`src/rtl/siso_register.sv`:
```
// ---------------------------------------------------------------------------
// siso_register
// Serial-in serial-out shift register with a parallel view of every stage
// and a saturating fill counter.
//
// Parameters
//   DEPTH        number of serial stages (1..64)
//   RESET_VALUE  value loaded into every stage on reset
//
// Ports
//   clk       in   1                 clock, rising edge active
//   rst       in   1                 synchronous active-high reset
//   sin       in   1                 serial data in, sampled every edge
//   sout      out  1                 oldest stage (q[DEPTH-1])
//   q         out  DEPTH             all stages, q[0] newest
//   fill_cnt  out  clog2(DEPTH+1)    bits shifted in since reset, saturating
//   full      out  1                 fill_cnt == DEPTH
// ---------------------------------------------------------------------------
module siso_register #(
    parameter int   DEPTH       = 4,
    parameter logic RESET_VALUE = 1'b0
) (
    input  logic                         clk,
    input  logic                         rst,
    input  logic                         sin,
    output logic                         sout,
    output logic [DEPTH-1:0]             q,
    output logic [$clog2(DEPTH+1)-1:0]   fill_cnt,
    output logic                         full
);

    localparam int                CW       = $clog2(DEPTH + 1);
    localparam logic [CW-1:0]     FULL_CNT = CW'(DEPTH);
    localparam logic [CW-1:0]     LAST_CNT = CW'(DEPTH - 1);
    localparam logic [CW-1:0]     ONE_CNT  = CW'(1);
    localparam logic [CW-1:0]     ZERO_CNT = CW'(0);

    logic [DEPTH-1:0] shift_s;

    // Next value of the stage chain; a per-bit loop keeps DEPTH=1 legal
    // without a special case (the chain then collapses to q[0] <= sin).
    always_comb begin
        shift_s    = q;
        shift_s[0] = sin;
        for (int i = 1; i < DEPTH; i++) begin
            shift_s[i] = q[i-1];
        end
    end

    // Stage chain: reset has priority, otherwise shift every edge.
    always_ff @(posedge clk) begin
        if (rst) begin
            q <= {DEPTH{RESET_VALUE}};
        end else begin
            q <= shift_s;
        end
    end

    // Fill counter and full flag; full is updated on the same edge the
    // counter reaches DEPTH so both outputs always agree.
    always_ff @(posedge clk) begin
        if (rst) begin
            fill_cnt <= ZERO_CNT;
            full     <= 1'b0;
        end else if (fill_cnt != FULL_CNT) begin
            fill_cnt <= fill_cnt + ONE_CNT;
            full     <= (fill_cnt == LAST_CNT);
        end else begin
            fill_cnt <= fill_cnt;
            full     <= 1'b1;
        end
    end

    // Last stage is itself a flop, so sout has no path from sin.
    assign sout = q[DEPTH-1];

endmodule

```
`config.mk`:
```
export PLATFORM = sky130hd
export DESIGN_NAME = siso_register
export DESIGN_NICKNAME = d
export VERILOG_FILES = /design/src/rtl/siso_register.sv
export SDC_FILE = /design/constraint.sdc
export NUM_CORES = 1
export LEC_CHECK = 0
export CAP_MARGIN = 15
export CORE_AREA = 3 3 40 42
export DETAILED_ROUTE_END_ITERATION = 6
export DIE_AREA = 0 0 43 45
export PLACE_DENSITY = 0.55
export SYNTH_ARGS = -nofsm -noshare
export SYNTH_HDL_FRONTEND = slang
export SYNTH_SLANG_ARGS = --single-unit
```
`constraint.sdc`:
```
create_clock -name clk -period 0.9 [get_ports clk]
set_input_delay 0.18 -clock clk [delete_from_list [all_inputs] [get_ports clk]]
set_output_delay 0.18 -clock clk [all_outputs]
set_load 0.005 [all_outputs]
```
==> Word level (Yosys, flattened, before mapping) <==
Index checks and enable logic that the tools add are counted.
W data, S select, Z words.
{ "op_classes": {"addsub": 1, "eq_ne": 2, "mux": 1} }
{ "op_table": {"columns": ["cell", "count"], "rows": [
  ["$add A3 B1 Y3 const B", 1],
  ["$eq A3 B2 Y1 const B", 1],
  ["$ne A3 B3 Y1 const B", 1],
  ["$mux W1", 1]
]} }
{ "totals": {"ff_bits": 8, "in_bits": 3, "out_inout_bits": 9} }

==> Depth between registers and ports, before layout <==
{ "depth": {"depth_word": 2, "mapped_depth": 4, "depth_no_buf": 4} }

==> Worst setup path after synthesis <==
Ideal clock, no wire load.
{ "synth_path": {"kind": "flip-flop to flip-flop", "from": "register fill_cnt[0]", "to": "register fill_cnt[1]", "setup_time_ps": 70, "arrival_time_ps": 979, "required_ps": 830, "slack_ps": -149, "path_stages_with_launch": 5, "period_less_slack_ps": 1049, "cell_sequence": "dfxtp_1 -> inv_1 -> ha_1 -> a21bo_1 -> a21oi_1"} }
{ "synth_between": {"elab_chain_len": 1} }
{ "synth_rtl": {"columns": ["element", "line", "rtl"], "rows": [
  ["start: declaration", "28", "output logic [$clog2(DEPTH+1)-1:0] fill_cnt,"],
  ["start signal: assignment", "66", "fill_cnt <= fill_cnt + ONE_CNT;"],
  ["start signal: assignment", "69", "fill_cnt <= fill_cnt;"],
  ["$add A3 B1 Y3 / $ne A3 B3 Y1 (equally long branches)", "66, 65", null]
]} }
Parallel ways exist; a longest one is shown, timed or not.
A chain may end at the register's enable or synchronous reset.

==> Final worst setup path <==
Same ends and word-level chain as after synthesis.

==> flow_summary.yaml <==
run_status:
  status: "finished with violations"
  violations: "negative setup slack"
layout:
  n_fill_cell: 139
  syn_to_final_growth_pct: 39.1
  final_nets: 49
  multiInputGateArea_um2: 136
  stdcell_count: 57
  final_common_cell: "buf_2"
  diodes: 0
  regArea_um2: 171
  final_cell_mix: "9 x buf_2, 6 x dfxtp_2, 4 x nor2b_1"
  drive_above_1_share_pct: 57.1
synth:
  yosys-top-cells-area: "dfxtp_1 52%, ha_1 8.1%, nor2b_1 8.1%"
  yosys_warnings: 0
  netlist_instances: 29
  syn_avg_cell_area_um2: 10.7
  postSynthNetCount: 34
  synth_cell_types: 14
  synth_top_area_cell: "dfxtp_1"
  synth.cell_area_um2: 310
  synth_top_area_share_pct: 51.6
  synth-seq-area-share_pct: 51.6
  ys_ff_latch: 8
global_route:
  grt_max_degree: 9
  grt_pass1_vias: 235
  track_usage_pct: 7.27
  grt_pass1_wl_um: 979
  antenna_found_initial: 0
  overflow: 0
worst_setup_path:
  slowest_stage: "dfxtp_4"
  cp_data_required_time_ps: 1080
  slowest_delay_ps: 370
  path_cells: "inv_4 > ha_4 > a21bo_1 > a21oi_1"
  cp-end-kind: "flop"
  crit_type: "flop to flop"
  start_kind: "flop"
  cp_data_arrival_time_ps: 1200
  crit_path_max_fanout: 5
power_and_ir_drop:
  p_sw_share_pct: 25.2
  p_sw_mw: 0.207
  vdd_drop_max_mv: 0.847
  p_seq_share_pct: 49.0
  p_int_mw: 0.616
  leakage_nw: 0.206
  power.total_mw: 0.823
  power.density_mw_per_mm2: 1910
  pwr-share-clk_pct: 33.8
  combPwrFrac_pct: 17.2
floorplan:
  boundaryPins: 12
  die_width_um: 43
  core_mm2: 0.00128
  dieArea_mm2: 0.00194
  std_cell_rows: 13
  die_h_um: 45
  initial_core_util_pct: 24.1
timing:
  relSlewSlack_pct: 80.1
  fin_crit_ps: 1020
  period_share_pct: 113
  fin_hold_ws_ps: 454
  rsz0062_at_grt: "true"
  finalClockSkew_ps: 0.0756
  slew_viol_final: 0
  fmax_mhz: 980
  fin_ws_ps: -120
  setup_violations: 5
  worst_slew_pin_slew_ps: 298
  hold_viol: 0
route:
  drt-vias-per-instance: 4.23
  wl_um: 589
  wire_per_inst_um: 10.3
  drt_iter0_drc: 1
  vias: 241
  drc: 0
  drt_first_pass_iters: 4
  antenna_left: 0
clock_tree:
  cts_max_level: 1
  numCtsBuffers: 3
  cts_tree: "yes"
  root_buffer: "clkbuf_4"
  insertion_delay_ps: 250
  clk_pin_slew_ps: 60
  clock_path_buffers: 2
  post-cts-setup-buffer-count: 0
  clock-sinks: 8
worst_hold_path:
  hold_class: "flop to flop"
placed_design:
  place.gp.congestion: 0.609
  io_buffers: 11
  dpl_worst_slack_ps: -145
  place.detailed.hpwl_um: 456
  place_inst: 54
run:
  maxCapViolations: 0
## registers in the layout, summed over array words and instances (netlist names)
register  flops
q             4
full          1
fill_cnt      3
## cell families (layout without fill, tap and decap cells)
logic type / after synthesis / count (layout) / synth area share (%)
muxes: 1 / 1 / 3.23
DFF: 8 / 8 / 51.6
adders and majority gates: 2 / 2 / 8.06
AOI/OAI and AO/OA: 4 / 4 / 8.87
buffers and inverters: 4 / 17 / 8.47
and+or+nand+nor: 10 / 10 / 19.8
## path summary, 6_finish.rpt
check	cells past startpoint	slack [ps]	endpoint	from
worst max-delay path	4	-120	fill_cnt[1]$_SDFFE_PP0P_	fill_cnt[0]$_SDFFE_PP0P_
worst min-delay path	1	450	q[3]$_SDFF_PP0_	q[2]$_SDFF_PP0_
worst max register to register	4	-120	fill_cnt[1]$_SDFFE_PP0P_	fill_cnt[0]$_SDFFE_PP0P_
worst min register to register	1	450	q[3]$_SDFF_PP0_	q[2]$_SDFF_PP0_
## per-stage QoR
stage	cell area (um2)	util, %	TNS [ps]
2_1_floorplan	325	-	-107
3_3_place_gp	443	34.5	-1730
3_5_place_dp	443	34.5	-1950
4_1_cts	429	33.4	-257
5_1_grt	432	33.6	-403
6_report	432	33.6	-210
## Yosys cell counts
| library cell | n |
|---|---|
| buf_4 | 1 |
| ha_1 | 2 |
| a21oi_1 | 2 |
| buf_6 | 1 |
| mux2i_1 | 1 |
| nand3_1 | 2 |
| dfxtp_1 | 8 |
| and3b_1 | 1 |
| a21bo_1 | 1 |
| nor3_2 | 1 |
| nor2_1 | 2 |
| nor2b_1 | 4 |
| a21o_1 | 1 |
| inv_1 | 2 |
## layout make-up
class / instances / area share [%]
inverter: 2 / 2.32
multi-input combinational: 17 / 31.6
tap: 15 / 4.35
sequential: 8 / 39.7
clock buffer: 3 / 5.22
timing repair buffer: 12 / 16.8
## power groups by stage
stage               Sequential, mW  Clock (mW)  Combinational, mW
floorplan                    0.410           0             0.0894
global placement             0.406           0              0.156
detailed placement           0.409           0              0.168
CTS                          0.402       0.286              0.146
global route                 0.407       0.304              0.158
finish                       0.403       0.278              0.142
## repair_timing
| item | CTS | global route |
|---|---|---|
| hold endpoints to repair | 0 | 0 |
| pin swaps | 3 | 1 |
| setup endpoints to repair | 12 | 6 |
| hold buffers | 0 | 0 |
| gates resized for setup | 42 | 1 |
## routing by layer
layer  wire [um]  global-route usage (%)  vias to the layer above
li1            -                       -                      121
met3          39                    2.79                        2
met2         306                    11.1                        7
met5           0                       0                        -
met4          15                    7.23                        0
met1         227                    7.54                      111
## critical path, delay by kind of cell (launching register included)
kind,cells,cell delay [ps]
buf+inv,1,40
compound gates,2,300
flops,1,370
fa+ha+maj,1,240
Note: power is estimated with default switching activity, not from simulation.
